--- src/rtl/macc_dot_sequencer_if.sv ---
`default_nettype none
// ============================================================================
// Module   : macc_dot_sequencer_if
// Purpose  : Bundles the job, term, result and MAC-slice pins of the
//            dot-product sequencer. The slave side is the sequencer; the
//            master side is everything around it (job source, result sink
//            and the MAC slice that returns PRODUCT).
// Revision : 1.0 - initial release
// ============================================================================
interface macc_dot_sequencer_if #(
  parameter int WIDTH_PREADD     = 25,
  parameter int WIDTH_MULTIPLIER = 18,
  parameter int WIDTH_PRODUCT    = 48,
  parameter int WIDTH_LEN        = 16
);
  // Job request / status
  logic                        start;
  logic [WIDTH_LEN-1:0]        len;
  logic [WIDTH_PRODUCT-1:0]    bias;
  logic                        busy;

  // Term stream
  logic                        in_valid;
  logic                        in_ready;
  logic [WIDTH_PREADD-1:0]     in_a;
  logic [WIDTH_PREADD-1:0]     in_b;
  logic [WIDTH_MULTIPLIER-1:0] in_c;

  // MAC slice pins
  logic                        mac_ce;
  logic                        mac_load;
  logic [WIDTH_PRODUCT-1:0]    mac_load_data;
  logic [WIDTH_PREADD-1:0]     mac_preadd1;
  logic [WIDTH_PREADD-1:0]     mac_preadd2;
  logic [WIDTH_MULTIPLIER-1:0] mac_multiplier;
  logic [WIDTH_PRODUCT-1:0]    mac_product;

  // Result
  logic                        res_valid;
  logic                        res_ready;
  logic [WIDTH_PRODUCT-1:0]    res_data;

  // Environment side: issues jobs and terms, sinks results, hosts the MAC
  modport master (
    output start, len, bias, in_valid, in_a, in_b, in_c, res_ready, mac_product,
    input  busy, in_ready, res_valid, res_data,
    input  mac_ce, mac_load, mac_load_data, mac_preadd1, mac_preadd2, mac_multiplier
  );

  // Sequencer side
  modport slave (
    input  start, len, bias, in_valid, in_a, in_b, in_c, res_ready, mac_product,
    output busy, in_ready, res_valid, res_data,
    output mac_ce, mac_load, mac_load_data, mac_preadd1, mac_preadd2, mac_multiplier
  );
endinterface
`default_nettype wire

--- src/rtl/macc_dot_sequencer.sv ---
`default_nettype none
// ============================================================================
// Module   : macc_dot_sequencer
// Purpose  : Drives one pre-add multiply-accumulate slice through a dot
//            product: loads the bias with the first term, accumulates the
//            remaining terms, flushes the slice pipeline with zero terms and
//            holds the result on a valid/ready port.
// Revision : 1.0 - initial release
// ============================================================================
module macc_dot_sequencer #(
  parameter int LATENCY          = 4,
  parameter int WIDTH_PREADD     = 25,
  parameter int WIDTH_MULTIPLIER = 18,
  parameter int WIDTH_PRODUCT    = 48,
  parameter int WIDTH_LEN        = 16
) (
  input  wire logic            clk,
  input  wire logic            rst,
  macc_dot_sequencer_if.slave  bus
);

  // Drain counter only has to reach LATENCY-1; keep at least one bit.
  localparam int c_drain_w = (LATENCY > 1) ? $clog2(LATENCY) : 1;
  localparam logic [c_drain_w-1:0] c_drain_last = c_drain_w'(LATENCY - 1);
  localparam logic [c_drain_w-1:0] c_drain_one  = c_drain_w'(1);
  localparam logic [WIDTH_LEN-1:0] c_len_one    = WIDTH_LEN'(1);

  typedef enum logic [1:0] {
    ST_IDLE  = 2'd0,
    ST_RUN   = 2'd1,
    ST_DRAIN = 2'd2,
    ST_DONE  = 2'd3
  } state_t;

  state_t                      r_state;
  logic [WIDTH_LEN-1:0]        r_len;
  logic [WIDTH_LEN-1:0]        r_count;
  logic [WIDTH_PRODUCT-1:0]    r_bias;
  logic [c_drain_w-1:0]        r_drain;
  logic [WIDTH_PRODUCT-1:0]    r_res_data;
  logic                        r_busy;
  logic                        r_in_ready;
  logic                        r_res_valid;

  logic                        w_accept;
  logic                        w_last_term;
  logic                        w_mac_ce;
  logic                        w_mac_load;
  logic [WIDTH_PRODUCT-1:0]    w_mac_load_data;
  logic [WIDTH_PREADD-1:0]     w_mac_preadd1;
  logic [WIDTH_PREADD-1:0]     w_mac_preadd2;
  logic [WIDTH_MULTIPLIER-1:0] w_mac_multiplier;

  // in_ready is a pure function of state, so a term is accepted exactly
  // when the source offers one while the sequencer sits in RUN.
  assign w_accept    = r_in_ready & bus.in_valid;
  assign w_last_term = (r_count == (r_len - c_len_one));

  // Job control FSM; busy, in_ready and res_valid are registered alongside
  // the state so they never glitch on input activity.
  always_ff @(posedge clk) begin
    if (rst) begin
      r_state     <= ST_IDLE;
      r_len       <= '0;
      r_count     <= '0;
      r_bias      <= '0;
      r_drain     <= '0;
      r_res_data  <= '0;
      r_busy      <= 1'b0;
      r_in_ready  <= 1'b0;
      r_res_valid <= 1'b0;
    end else begin
      case (r_state)
        ST_IDLE: begin
          if (bus.start) begin
            r_busy <= 1'b1;
            if (bus.len != '0) begin
              r_len      <= bus.len;
              r_bias     <= bus.bias;
              r_count    <= '0;
              r_in_ready <= 1'b1;
              r_state    <= ST_RUN;
            end else begin
              // Empty job: the bias is the answer and the slice stays idle.
              r_res_data  <= bus.bias;
              r_res_valid <= 1'b1;
              r_state     <= ST_DONE;
            end
          end
        end

        ST_RUN: begin
          if (w_accept) begin
            r_count <= r_count + c_len_one;
            if (w_last_term) begin
              r_drain    <= '0;
              r_in_ready <= 1'b0;
              r_state    <= ST_DRAIN;
            end
          end
        end

        ST_DRAIN: begin
          r_drain <= r_drain + c_drain_one;
          // PRODUCT carries the final sum during the last drain cycle.
          if (r_drain == c_drain_last) begin
            r_res_data  <= bus.mac_product;
            r_res_valid <= 1'b1;
            r_state     <= ST_DONE;
          end
        end

        ST_DONE: begin
          if (bus.res_ready) begin
            r_res_valid <= 1'b0;
            r_busy      <= 1'b0;
            r_state     <= ST_IDLE;
          end
        end

        default: begin
          r_state <= ST_IDLE;
        end
      endcase
    end
  end

  // MAC pin drive: operands pass straight through in RUN, zero terms flush
  // the pipeline in DRAIN, everything is quiet otherwise.
  always_comb begin
    w_mac_ce         = 1'b0;
    w_mac_load       = 1'b0;
    w_mac_load_data  = '0;
    w_mac_preadd1    = '0;
    w_mac_preadd2    = '0;
    w_mac_multiplier = '0;
    case (r_state)
      ST_RUN: begin
        w_mac_ce         = w_accept;
        w_mac_load       = (r_count == '0);
        w_mac_load_data  = r_bias;
        w_mac_preadd1    = bus.in_a;
        w_mac_preadd2    = bus.in_b;
        w_mac_multiplier = bus.in_c;
      end
      ST_DRAIN: begin
        w_mac_ce = 1'b1;
      end
      default: begin
      end
    endcase
  end

  assign bus.busy           = r_busy;
  assign bus.in_ready       = r_in_ready;
  assign bus.res_valid      = r_res_valid;
  assign bus.res_data       = r_res_data;
  assign bus.mac_ce         = w_mac_ce;
  assign bus.mac_load       = w_mac_load;
  assign bus.mac_load_data  = w_mac_load_data;
  assign bus.mac_preadd1    = w_mac_preadd1;
  assign bus.mac_preadd2    = w_mac_preadd2;
  assign bus.mac_multiplier = w_mac_multiplier;

endmodule
`default_nettype wire
--- src/flat_wrapper.sv ---
// flat-port wrapper written by rule: the top's interface ports become plain ports
module macc_dot_sequencer_flat 
#(
  parameter int LATENCY          = 4,
  parameter int WIDTH_PREADD     = 25,
  parameter int WIDTH_MULTIPLIER = 18,
  parameter int WIDTH_PRODUCT    = 48,
  parameter int WIDTH_LEN        = 16
)
  (clk, rst, bus_start, bus_len, bus_bias, bus_in_valid, bus_in_a, bus_in_b, bus_in_c, bus_res_ready, bus_mac_product, bus_busy, bus_in_ready, bus_res_valid, bus_res_data, bus_mac_ce, bus_mac_load, bus_mac_load_data, bus_mac_preadd1, bus_mac_preadd2, bus_mac_multiplier);
  macc_dot_sequencer_if #(.WIDTH_PREADD(WIDTH_PREADD), .WIDTH_MULTIPLIER(WIDTH_MULTIPLIER), .WIDTH_PRODUCT(WIDTH_PRODUCT), .WIDTH_LEN(WIDTH_LEN)) bus_i ();
  input  wire logic clk;
  input  wire logic rst;
  input wire logic [$bits(bus_i.start)-1:0] bus_start;
  input wire logic [$bits(bus_i.len)-1:0] bus_len;
  input wire logic [$bits(bus_i.bias)-1:0] bus_bias;
  input wire logic [$bits(bus_i.in_valid)-1:0] bus_in_valid;
  input wire logic [$bits(bus_i.in_a)-1:0] bus_in_a;
  input wire logic [$bits(bus_i.in_b)-1:0] bus_in_b;
  input wire logic [$bits(bus_i.in_c)-1:0] bus_in_c;
  input wire logic [$bits(bus_i.res_ready)-1:0] bus_res_ready;
  input wire logic [$bits(bus_i.mac_product)-1:0] bus_mac_product;
  output wire logic [$bits(bus_i.busy)-1:0] bus_busy;
  output wire logic [$bits(bus_i.in_ready)-1:0] bus_in_ready;
  output wire logic [$bits(bus_i.res_valid)-1:0] bus_res_valid;
  output wire logic [$bits(bus_i.res_data)-1:0] bus_res_data;
  output wire logic [$bits(bus_i.mac_ce)-1:0] bus_mac_ce;
  output wire logic [$bits(bus_i.mac_load)-1:0] bus_mac_load;
  output wire logic [$bits(bus_i.mac_load_data)-1:0] bus_mac_load_data;
  output wire logic [$bits(bus_i.mac_preadd1)-1:0] bus_mac_preadd1;
  output wire logic [$bits(bus_i.mac_preadd2)-1:0] bus_mac_preadd2;
  output wire logic [$bits(bus_i.mac_multiplier)-1:0] bus_mac_multiplier;
  assign bus_i.start = bus_start;
  assign bus_i.len = bus_len;
  assign bus_i.bias = bus_bias;
  assign bus_i.in_valid = bus_in_valid;
  assign bus_i.in_a = bus_in_a;
  assign bus_i.in_b = bus_in_b;
  assign bus_i.in_c = bus_in_c;
  assign bus_i.res_ready = bus_res_ready;
  assign bus_i.mac_product = bus_mac_product;
  assign bus_busy = bus_i.busy;
  assign bus_in_ready = bus_i.in_ready;
  assign bus_res_valid = bus_i.res_valid;
  assign bus_res_data = bus_i.res_data;
  assign bus_mac_ce = bus_i.mac_ce;
  assign bus_mac_load = bus_i.mac_load;
  assign bus_mac_load_data = bus_i.mac_load_data;
  assign bus_mac_preadd1 = bus_i.mac_preadd1;
  assign bus_mac_preadd2 = bus_i.mac_preadd2;
  assign bus_mac_multiplier = bus_i.mac_multiplier;
  macc_dot_sequencer #(.LATENCY(LATENCY), .WIDTH_PREADD(WIDTH_PREADD), .WIDTH_MULTIPLIER(WIDTH_MULTIPLIER), .WIDTH_PRODUCT(WIDTH_PRODUCT), .WIDTH_LEN(WIDTH_LEN)) u_core (.clk(clk), .rst(rst), .bus(bus_i));
endmodule
--- config.mk ---
export PLATFORM = sky130hd
export DESIGN_NAME = macc_dot_sequencer_flat
export DESIGN_NICKNAME = d
export VERILOG_FILES = /design/src/rtl/macc_dot_sequencer_if.sv /design/src/rtl/macc_dot_sequencer.sv /design/src/flat_wrapper.sv
export SDC_FILE = /design/constraint.sdc
export NUM_CORES = 1
export LEC_CHECK = 0
export BUFFER_PORTS_ARGS = -buffer_cell sky130_fd_sc_hd__buf_2
export CAP_MARGIN = 0
export CORE_AREA = 4 4 136 138
export DETAILED_ROUTE_END_ITERATION = 10
export DIE_AREA = 0 0 140 142
export HOLD_SLACK_MARGIN = 0.08
export PLACE_DENSITY = 0.74
export SKIP_LAST_GASP = 1
export SYNTH_ARGS = -nofsm -noshare
export SYNTH_HDL_FRONTEND = slang
export SYNTH_SLANG_ARGS = --single-unit
--- constraint.sdc ---
create_clock -name clk -period 3.9 [get_ports clk]
set_input_delay 0.195 -clock clk [delete_from_list [all_inputs] [get_ports clk]]
set_output_delay 0.195 -clock clk [all_outputs]
set_load 0.1 [all_outputs]
==> reports/qor.csv, run 1 <==
stage;metric;value;unit
place;GP Congestion;0.9119;
critical_path;Startpoint Class;flop;
grt;total overflow reported by the global router;0;
timing;Min Clock Period, post-route;3.013;ns
place;placed cell area;8800;sq um
route;Pre-Repair DR Iteration Count;4;
power_and_ir_drop;net load switching power;0.004226;W
timing;final hold vios;0;
route;Detail Route Antenna Nets;0;
floorplan;Ports;354;
power_and_ir_drop;Peak VDD IR;0.6026;mV
critical_path;Critical path origin;u_core.r_len[0]$_SDFFE_PP0P_;
clocking;post-CTS resize count;0;
synthesis;prevailing post-synth register cell;dfxtp_1;
synthesis;Net Count, Synth;1075;
route;Vias/cell;5.007;
power_and_ir_drop;switch share;0.5482;
synthesis;area of the mapped netlist;6975;sq um
floorplan;row count;48;
outcome;outcome;completed;
synthesis;Yosys cell types;52;
cells_and_area;layout net count;1446;
power_and_ir_drop;LEAKAGE;4.533;nW
clocking;CTS root buffer;clkbuf_16;
critical_path;RR Startpoint;u_core.r_len[0]$_SDFFE_PP0P_;
floorplan;core area;17180;sq um
timing;Finish-stage setup viols;0;
timing;Slew HR;0.3565;
critical_path;CP required;4.23;ns
grt;global-route wire length before repair;38.67;mm
route;DR iter-0 viols;394;
place;PortBufs;353;
clocking;clk_lat worst skew;0.42;ns
cells_and_area;share of layout cells above drive strength 1;0.3217;
critical_path;worst-path fanout max;8;
power_and_ir_drop;pwr dens;767.2;nW/um^2
cells_and_area;Layout Area Growth over Synthesis;44.04;%
clocking;Hold-fix buffers, CTS;65;
clocking;clk buf depth;2;
critical_path;endpoint class of the critical path;flop;
timing;Slew Viols, Final;0;
synthesis;synthesized netlist cell count;881;
synthesis;EDFF count, synth;0;
grt;initial antenna violation count;3;
route;detailed-route wire length per cell;16.83;um
route;DRC viols;0;
place;Post-DP HPWL;18.31;mm
critical_path;Crit Path Class;flop to flop;
timing;Worst Max-Slew Pin Slew;0.9653;ns
floorplan;Die H;142;um
power_and_ir_drop;Clock Power Share;0.209;
cells_and_area;Seq. cell area;2703;sq um
clocking;H-tree depth;4;
cells_and_area;post-route cell area;10050;sq um
timing;Tcrit/Tclk final;0.7726;
power_and_ir_drop;power share of the sequential group;0.229;
synthesis;total number of yosys warnings;0;
power_and_ir_drop;power share of the combinational group;0.562;
grt;vias in the first global route;7110;
clocking;Num CTS Buffers;17;
floorplan;die width;140;um
timing;unrepaired setup endpoints after global routing;false;
synthesis;average cell area after synthesis;7.918;sq um
timing;Fmax achieved;331.9;MHz
clocking;Worst-path clk slew;0.07;ns
power_and_ir_drop;Pint;0.003482;W
cells_and_area;Layout fillers;1556;
hold_path;worst min path class;input pin to flop;
clocking;post-CTS setup buffer count;0;
clocking;clock tree from TritonCTS;done;
route;wirelength, routed;25.10;mm
cells_and_area;area occupied by multi-input gates;3914;sq um
synthesis;#FFs+latches synth;135;
route;via count;7466;
critical_path;critical path arrival;3.34;ns
synthesis;sequential area share after synthesis;0.3874;
floorplan;Die Footprint;19880;sq um
timing;Final Skew;0.01323;ns
grt;pin count of the biggest net entering global routing;97;
timing;TNS Setup;0;ns
cells_and_area;utilization after layout;0.5849;
clocking;# clock sinks;135;
synthesis;ys async rst share;0;
hold_path;Hold Path Origin;bus_mac_product[30];
grt;GRT Resource Usage Total;0.2419;
flow_run;max-cap check violation count;0;
floorplan;Starting Density;0.4061;
==> cell usage after synthesis, types with 2 or more instances <==
cell      number  area [sq um]
a211oi_1      52         390.4
a21oi_1       83         415.4
a22oi_1        2         15.01
and2_1       117         732.0
buf_1          8         30.03
buf_2          3         15.01
buf_4          2         15.01
buf_6          3         33.78
clkbuf_1      55         206.5
dfxtp_1      135          2703
ha_1           9         112.6
inv_1         18         67.56
mux2_2         2         22.52
mux2i_1       51         510.5
nand2_1      145         544.3
nand3_1       10         50.05
nand4_1        7         43.79
nand4b_1       2         17.52
nor2_1        70         262.8
nor2b_1        2         12.51
nor3_1         7         35.03
nor4_1        10         62.56
nor4b_1        3         26.28
o211ai_1       5         37.54
o21ai_0       20         100.1
or3_1          9         56.30
or4_1          4         30.03
xnor2_1       17         148.9
xor2_1         7         61.31
==> cell type report <==
| cell class | count | area share |
|---|---|---|
| flip-flops and latches | 135 | 0.2690 |
| repair buffers | 425 | 0.2473 |
| diodes | 1 | 0.0002491 |
| well taps | 225 | 0.02802 |
| multi-input cells | 655 | 0.3895 |
| clock buffers | 18 | 0.04371 |
| inverters | 18 | 0.006725 |
| clock inverters | 14 | 0.01544 |
==> critical path: stages (launching register included) <==
cell and delay, ns:
dfxtp_1 0.36, inv_1 0.08, ha_1 0.23, or3b_2 0.55
nor4b_1 0.39, xnor2_1 0.16, a21oi_1 0.09, a211oi_2 0.22
a41oi_2 0.26, or4_1 0.46, a21oi_1 0.14
==> layer usage <==
metal | wire length [um] | track usage | up-vias
met5 | 27 | 0 | -
met3 | 1822 | 0.07560 | 30
met4 | 354 | 0.05609 | 4
met1 | 11330 | 0.3288 | 3437
met2 | 11560 | 0.3793 | 254
li1 | - | - | 3741
==> registers in the layout, summed over array words and instances (netlist names), 2 cells and up <==
register / cells
u_core.bus.res_data: 48
u_core.r_bias: 48
u_core.r_count: 16
u_core.r_len: 16
u_core.r_drain: 2
u_core.r_state: 2
==> power by group through the flow <==
stage	sequential, W	clock, W	combinational, W
2_1_floorplan	0.00250	0	0.00280
3_3_place_gp	0.00178	0	0.00424
3_5_place_dp	0.00179	0	0.00427
4_1_cts	0.00176	0.00164	0.00433
5_1_grt	0.00179	0.00171	0.00457
6_report	0.00177	0.00161	0.00434
==> path summary, 6_finish.rpt <==
| path | endpoint | depth (start not counted) | slack, ns |
|---|---|---|---|
| worst max register to register | u_core.r_drain[0]$_SDFFE_PP0P_ | 10 | 0.89 |
| worst min register to register | u_core.r_bias[0]$_SDFFE_PP0P_ | 2 | 0.45 |
| worst min-delay path | u_core.bus.res_data[30]$_SDFFE_PP0P_ | 3 | 0.12 |
| worst max-delay path | u_core.r_drain[0]$_SDFFE_PP0P_ | 10 | 0.89 |
==> cell families (layout without fill, tap and decap cells) <==
| logic type | count (synthesis) | in the layout | synth area share |
|---|---|---|---|
| AOI/OAI and AO/OA | 176 | 176 | 0.1568 |
| xor gates and xnor gates | 24 | 24 | 0.03013 |
| and+or+nand+nor | 393 | 393 | 0.2782 |
| DFF | 135 | 135 | 0.3874 |
| adders and majority gates | 9 | 9 | 0.01614 |
| muxes | 53 | 53 | 0.07641 |
| buffers and inverters | 91 | 475 | 0.05489 |
| other | 0 | 1 | 0 |
==> through the flow <==
| step | power [W] | hold WS, ns | setup WS, ns | instances |
|---|---|---|---|---|
| after CTS | 0.007738 | 0.09863 | 0.9051 | 1490 |
| after global routing | 0.008074 | 0.1120 | 0.6532 | 1491 |
| final | 0.007708 | 0.1151 | 0.8868 | 1491 |
| after floorplan | 0.005293 | 0.3310 | 1.063 | 881 |
| after detailed placement | 0.006057 | 0.4418 | 0.9501 | 1393 |
| after global placement | 0.006017 | 0.4366 | 1.030 | 1393 |
==> cells in the final DEF (no fill, tap or decap), types with 3 or more instances in the layout <==
master         count
a211oi_1          52
a21oi_1           83
and2_1           116
buf_2            352
buf_4              7
clkbuf_16         17
clkinvlp_4         3
dfxtp_1          135
dlygate4sd3_1     65
ha_1               7
inv_1             18
inv_6              5
inv_8              3
mux2i_1           51
nand2_1          145
nand3_1            9
nand4_1            7
nor2_1            70
nor3_1             7
nor4_1            10
nor4b_1            3
o211ai_1           5
o21ai_0           20
or3_1              9
or4_1              4
xnor2_1           17
xor2_1             7
(Power assumes the default switching activity.)
==> run 2: changes to the inputs <==
==> constraint.sdc (replaced) <==
create_clock -name clk -period 3.1 [get_ports clk]
set_input_delay 0.155 -clock clk [delete_from_list [all_inputs] [get_ports clk]]
set_output_delay 0.155 -clock clk [all_outputs]
set_load 0.1 [all_outputs]
==> run 2 against run 1 <==
Against the previous run: worst setup slack got worse by 0.60 ns; maximum frequency rose by 7.2%; combinational power rose by 28%; die area did not move; flip-flop and latch count did not move; clock skew fell by 0.0014 ns; largest power group unchanged.
==> reports/qor.csv, run 2 (same netlist as run 1, synthesis figures left out) <==
stage;metric;value;unit;change
floorplan;Ports;354;;unchanged
floorplan;die width;140;um;unchanged
route;Detail Route Antenna Nets;0;;unchanged
route;Vias/cell;5.089;;was 5.007
grt;grt peak-use layer;met2;;unchanged
clocking;Worst-path clk slew;0.06;ns;was 0.07 ns
grt;total overflow reported by the global router;0;;unchanged
cells_and_area;Layout fillers;1482;;was 1,556
power_and_ir_drop;LEAKAGE;4.678;nW;was 4.533 nW
clocking;# clock sinks;135;;unchanged
route;DRC viols;0;;unchanged
place;PortBufs;353;;unchanged
timing;Fmax achieved;355.6;MHz;was 331.9 MHz
cells_and_area;layout net count;1475;;was 1,446
cells_and_area;Layout Area Growth over Synthesis;48.79;%;was 44.04%
critical_path;CP required;3.45;ns;was 4.23 ns
cells_and_area;# diodes;0;;was 1
grt;GRT Resource Usage Total;0.2535;;was 0.2419
grt;global-route wire length before repair;40.46;mm;was 38.67 mm
clocking;H-tree depth;4;;unchanged
clocking;clk buf depth;2;;unchanged
critical_path;worst-path fanout max;8;;unchanged
grt;vias in the first global route;7577;;was 7,110
critical_path;FF-to-FF setup slack;0.29;ns;was 0.89 ns
floorplan;Starting Density;0.4061;;unchanged
power_and_ir_drop;Peak VDD IR;0.7791;mV;was 0.6026 mV
floorplan;row count;48;;unchanged
clocking;clk_lat worst skew;0.43;ns;was 0.42 ns
timing;unrepaired setup endpoints after global routing;false;;unchanged
power_and_ir_drop;Tot Pwr;0.009829;W;was 0.007708 W
clocking;Num CTS Buffers;17;;unchanged
grt;grt met1 use;0.3385;;was 0.3288
flow_run;max-cap check violation count;0;;unchanged
grt;grt met3 use;0.08098;;was 0.07560
route;via count;7730;;was 7,466
power_and_ir_drop;pwr dens;947.0;nW/um^2;was 767.2 nW/um^2
timing;TNS Setup;0;ns;unchanged
timing;Worst Max-Slew Pin Slew;0.7258;ns;was 0.9653 ns
timing;Tcrit/Tclk final;0.9071;;was 0.7726
route;Pre-Repair DR Iteration Count;5;;was 4
timing;WHS;0.09394;ns;was 0.1151 ns
timing;Slew HR;0.5098;;was 0.3565
route;DR iter-0 viols;438;;was 394
critical_path;critical path arrival;3.16;ns;was 3.34 ns
grt;pin count of the biggest net entering global routing;120;;was 97
floorplan;Die Footprint;19880;sq um;unchanged
critical_path;Crit Path Class;flop to flop;;unchanged
hold_path;worst min path class;input pin to flop;;unchanged
grt;initial antenna violation count;5;;was 3
cells_and_area;share of layout cells above drive strength 1;0.3192;;was 0.3217
cells_and_area;commonest cells after routing, fill and taps aside;352 x buf_2, 145 x nand2_1, 135 x dfxtp_1;;unchanged
place;GP Congestion;0.9209;;was 0.9119
place;Post-DP HPWL;18.41;mm;was 18.31 mm
clocking;clock tree from TritonCTS;done;;unchanged
timing;final hold vios;0;;unchanged
critical_path;endpoint class of the critical path;flop;;unchanged
timing;Min Clock Period, post-route;2.812;ns;was 3.013 ns
timing;Slew Viols, Final;0;;unchanged
route;wirelength, routed;25.93;mm;was 25.10 mm
floorplan;core area;17180;sq um;unchanged
timing;Final Skew;0.01185;ns;was 0.01323 ns
clocking;CTS root buffer;clkbuf_16;;unchanged
timing;Finish-stage setup viols;0;;unchanged
floorplan;Die H;142;um;unchanged
outcome;outcome;completed;;unchanged
cells_and_area;commonest non-fill, non-tap cell in the layout;buf_2;;unchanged
route;detailed-route wire length per cell;17.07;um;was 16.83 um
grt;routing usage on met2;0.3923;;was 0.3793
critical_path;Startpoint Class;flop;;unchanged
[run 2: cell types whose count changed in the layout (fill, tap and decap cells not counted), moves of 2 or more]
cell,change
buf_12,+3
buf_4,+2
inv_6,+2
dlygate4sd3_1,+24
[run 2: final timing paths]
check                                 from                                    to  cells past startpoint
max           u_core.r_len[0]$_SDFFE_PP0P_        u_core.r_drain[0]$_SDFFE_PP0P_                     10
min                    bus_mac_product[24]  u_core.bus.res_data[24]$_SDFFE_PP0P_                      3
max reg2reg   u_core.r_len[0]$_SDFFE_PP0P_        u_core.r_drain[0]$_SDFFE_PP0P_                     10
min reg2reg  u_core.r_bias[5]$_SDFFE_PP0P_         u_core.r_bias[5]$_SDFFE_PP0P_                      2
[run 2: area by class of cell]
cell class,count,area [sq um],area share
clock buffer,18,439.2,0.04231
clock inverter,14,153.9,0.01483
inverter,18,67.56,0.006510
multi-input combinational,655,3934,0.3790
sequential,135,2703,0.2604
tap,225,281.5,0.02712
timing repair buffer,454,2800,0.2698
[run 2: timing repair]
action	4_1_cts	5_1_grt
hold endpoints to repair	89	0
endpoints found under the setup margin	0	2
buffers inserted	0	1
gates resized for setup	0	4
hold buffers	89	0
[run 2: per-stage QoR]
step | std cells | area, sq um | worst slack (ns) | utilization
floorplan | 881 | 6975 | 0.3027 | -
global placement | 1397 | 8867 | 0.2203 | 0.5162
detailed placement | 1397 | 8867 | 0.1378 | 0.5162
CTS | 1518 | 10350 | 0.1185 | 0.6026
global route | 1519 | 10380 | 0.07568 | 0.6042
finish | 1519 | 10380 | 0.2879 | 0.6042
[run 2: critical path, cell delays in order, from the launching register on]
cell      delay, ns
dfxtp_1        0.37
inv_1          0.08
ha_1           0.22
or3b_4         0.45
nor4b_2        0.29
xnor2_1        0.15
a21oi_1        0.09
a211oi_2       0.32
a41oi_4        0.21
or4_1          0.44
a21oi_1        0.12
[run 2: report_power, final]
part | internal, W | total, W | switching [W] | leakage (nW)
clock | 0.00116 | 0.00202 | 0.000864 | 0.286
sequential | 0.00203 | 0.00223 | 0.000205 | 1.10
combinational | 0.00126 | 0.00557 | 0.00431 | 3.29
total | 0.00445 | 0.00983 | 0.00538 | 4.68
[run 2: metal layers]
layer / routed length (um) / vias up
li1: - / 3794
met1: 11420 / 3579
met2: 11900 / 283
met3: 1858 / 64
met4: 696 / 10
met5: 47 / -
==> run 3: changes to the inputs <==
--- a/config.mk
+++ b/config.mk
@@ -7,11 +7,15 @@
 export LEC_CHECK = 0
 export BUFFER_PORTS_ARGS = -buffer_cell sky130_fd_sc_hd__buf_2
 export CAP_MARGIN = 0
-export CORE_AREA = 4 4 136 138
+export CELL_PAD_IN_SITES_DETAIL_PLACEMENT = 0
+export CELL_PAD_IN_SITES_GLOBAL_PLACEMENT = 1
+export CORE_ASPECT_RATIO = 0.75
+export CORE_MARGIN = 4
+export CORE_UTILIZATION = 32
 export DETAILED_ROUTE_END_ITERATION = 10
-export DIE_AREA = 0 0 140 142
 export HOLD_SLACK_MARGIN = 0.08
-export PLACE_DENSITY = 0.74
+export MAX_ROUTING_LAYER = met4
+export PLACE_DENSITY = 0.83
 export SKIP_LAST_GASP = 1
 export SYNTH_ARGS = -nofsm -noshare
 export SYNTH_HDL_FRONTEND = slang
==> run 3 against run 2 <==
Against the previous run: total power fell by 0.36%; largest power group unchanged; cell area up 1.7%; combinational power decreased by 0.7%; global-route usage down 4.4 points; die area rose by 22%; routed wire length is 0.81% lower; clock-buffer cell count rose by 3; clock power about the same; core utilization shrank 11 points; register-to-register slack worse by 0.02 ns; flip-flop and latch count unchanged.
==> reports/qor.csv, run 3 (same netlist as run 1, synthesis figures left out) <==
stage;metric;value;unit;change
cells_and_area;layout net count;1488;;was 1,475
clocking;CTS root buffer;clkbuf_16;;unchanged
power_and_ir_drop;LEAKAGE;4.721;nW;was 4.678 nW
grt;pin count of the biggest net entering global routing;72;;was 120
critical_path;CP required;3.44;ns;was 3.45 ns
grt;vias in the first global route;7456;;was 7,577
timing;Tcrit/Tclk final;0.9140;;was 0.9071
clocking;Num CTS Buffers;17;;unchanged
route;via count;7603;;was 7,730
timing;Slew HR;0.3799;;was 0.5098
floorplan;Die H;135.9;um;was 142 um
critical_path;endpoint class of the critical path;flop;;unchanged
cells_and_area;fin cells;1595;;was 1,519
clocking;H-tree depth;4;;unchanged
power_and_ir_drop;pwr dens;927.7;nW/um^2;was 947.0 nW/um^2
route;DRC viols;0;;unchanged
clocking;clk buf depth;2;;unchanged
clocking;post-CTS setup buffer count;0;;unchanged
timing;unrepaired setup endpoints after global routing;false;;unchanged
timing;Slew Viols, Final;0;;unchanged
critical_path;worst-path fanout max;8;;unchanged
route;Pre-Repair DR Iteration Count;5;;unchanged
grt;initial antenna violation count;0;;was 5
route;Vias/cell;4.767;;was 5.089
route;detailed-route wire length per cell;16.12;um;was 17.07 um
floorplan;core area;21300;sq um;was 17,180 sq um
hold_path;worst min path class;input pin to flop;;unchanged
cells_and_area;Layout Area Growth over Synthesis;51.34;%;was 48.79%
cells_and_area;# diodes;0;;unchanged
cells_and_area;utilization after layout;0.4957;;was 0.6042
timing;Finish-stage setup viols;0;;unchanged
place;GP Congestion;0.8825;;was 0.9209
route;DR iter-0 viols;372;;was 438
route;Detail Route Antenna Nets;0;;unchanged
cells_and_area;commonest non-fill, non-tap cell in the layout;buf_2;;unchanged
floorplan;Starting Density;0.3276;;was 0.4061
place;Post-DP HPWL;18.62;mm;was 18.41 mm
timing;TNS Setup;0;ns;unchanged
clocking;clk_lat worst skew;0.42;ns;was 0.43 ns
clocking;# clock sinks;135;;unchanged
grt;GRT Resource Usage Total;0.2092;;was 0.2535
clocking;Worst-path clk slew;0.06;ns;about the same
cells_and_area;share of layout cells above drive strength 1;0.3168;;was 0.3192
place;DP Cell Count;1462;;was 1,397
floorplan;row count;46;;was 48
outcome;outcome;completed;;unchanged
critical_path;Startpoint Class;flop;;unchanged
timing;Worst Max-Slew Pin Slew;0.9302;ns;was 0.7258 ns
timing;Min Clock Period, post-route;2.833;ns;was 2.812 ns
critical_path;Crit Path Class;flop to flop;;unchanged
flow_run;max-cap check violation count;0;;unchanged
floorplan;Die Footprint;24250;sq um;was 19,880 sq um
floorplan;die width;178.5;um;was 140 um
floorplan;Ports;354;;unchanged
power_and_ir_drop;Peak VDD IR;0.7787;mV;was 0.7791 mV
timing;Final Skew;0.01103;ns;was 0.01185 ns
grt;global-route wire length before repair;39.29;mm;was 40.46 mm
timing;Fmax achieved;352.9;MHz;was 355.6 MHz
route;wirelength, routed;25.71;mm;was 25.93 mm
timing;final hold vios;0;;unchanged
cells_and_area;commonest cells after routing, fill and taps aside;352 x buf_2, 145 x nand2_1, 135 x dfxtp_1;;unchanged
grt;total overflow reported by the global router;0;;unchanged
place;PortBufs;353;;unchanged
clocking;clock tree from TritonCTS;done;;unchanged
power_and_ir_drop;Tot Pwr;0.009793;W;was 0.009829 W
critical_path;critical path arrival;3.18;ns;was 3.16 ns
run 3: cell types whose count changed in the layout (fill, tap and decap cells not counted), sizes merged:
| cell | change |
|---|---|
| inv | -9 |
| clkinvlp | +2 |
| clkbuf | +3 |
| dlygate4sd3 | +12 |
| clkinv | +3 |
| buf | +1 |
| bufinv | +1 |
run 3: critical path, cell delays in order, from the launching register on:
cell     delay, ns
dfxtp_1       0.36
inv_1         0.08
ha_1          0.23
nor3b_2       0.39
nand2_1       0.14
or4_1         0.40
o21ai_0       0.32
a41oi_2       0.26
or4_1         0.46
a21oi_1       0.13
run 3: cell type report:
cell class                 count  area [sq um]
multi-input combinational    655          3933
fill                        2110         10740
inverter                      18         67.56
tap                          288         360.3
sequential                   135          2703
clock buffer                  21         480.5
timing repair buffer         467          2890
clock inverter                11         122.6
run 3: worst paths after layout:
kind / depth (start not counted) / slack, ns / end / startpoint
max: 9 / 0.27 / u_core.r_drain[0]$_SDFFE_PP0P_ / u_core.r_len[0]$_SDFFE_PP0P_
min: 3 / 0.10 / u_core.bus.res_data[22]$_SDFFE_PP0P_ / bus_mac_product[22]
max reg2reg: 9 / 0.27 / u_core.r_drain[0]$_SDFFE_PP0P_ / u_core.r_len[0]$_SDFFE_PP0P_
min reg2reg: 2 / 0.45 / u_core.r_bias[7]$_SDFFE_PP0P_ / u_core.r_bias[7]$_SDFFE_PP0P_
run 3: metrics by stage:
stage / worst slack, ns / hold slack [ns] / instance area (sq um)
after global routing: 0.003233 / 0.09419 / 10560
after global placement: 0.1966 / 0.4120 / 8934
after detailed placement: 0.1609 / 0.4171 / 8934
after floorplan: 0.3027 / 0.2910 / 6975
final: 0.2666 / 0.1015 / 10560
after CTS: 0.1335 / 0.08011 / 10550
run 3: repair_timing:
item / 4_1_cts / 5_1_grt
hold buffers: 101 / 0
setup endpoints to repair: 0 / 2
endpoints found under the hold margin: 102 / 0
gates resized for setup: 0 / 2
run 3: power by group:
part / switching (W) / total, W / internal, W
registers: 0.000188 / 0.00222 / 0.00203
clock network: 0.000782 / 0.00205 / 0.00127
logic: 0.00428 / 0.00553 / 0.00125
run 3: per-layer routing:
metal	vias up	wire length, um	global-route usage	share of wire
met5	-	0	-	0
met4	0	786	0.08436	0.031
met3	54	1537	0.03781	0.060
met2	294	11900	0.3290	0.46
met1	3433	11490	0.2674	0.45
li1	3822	-	-	-
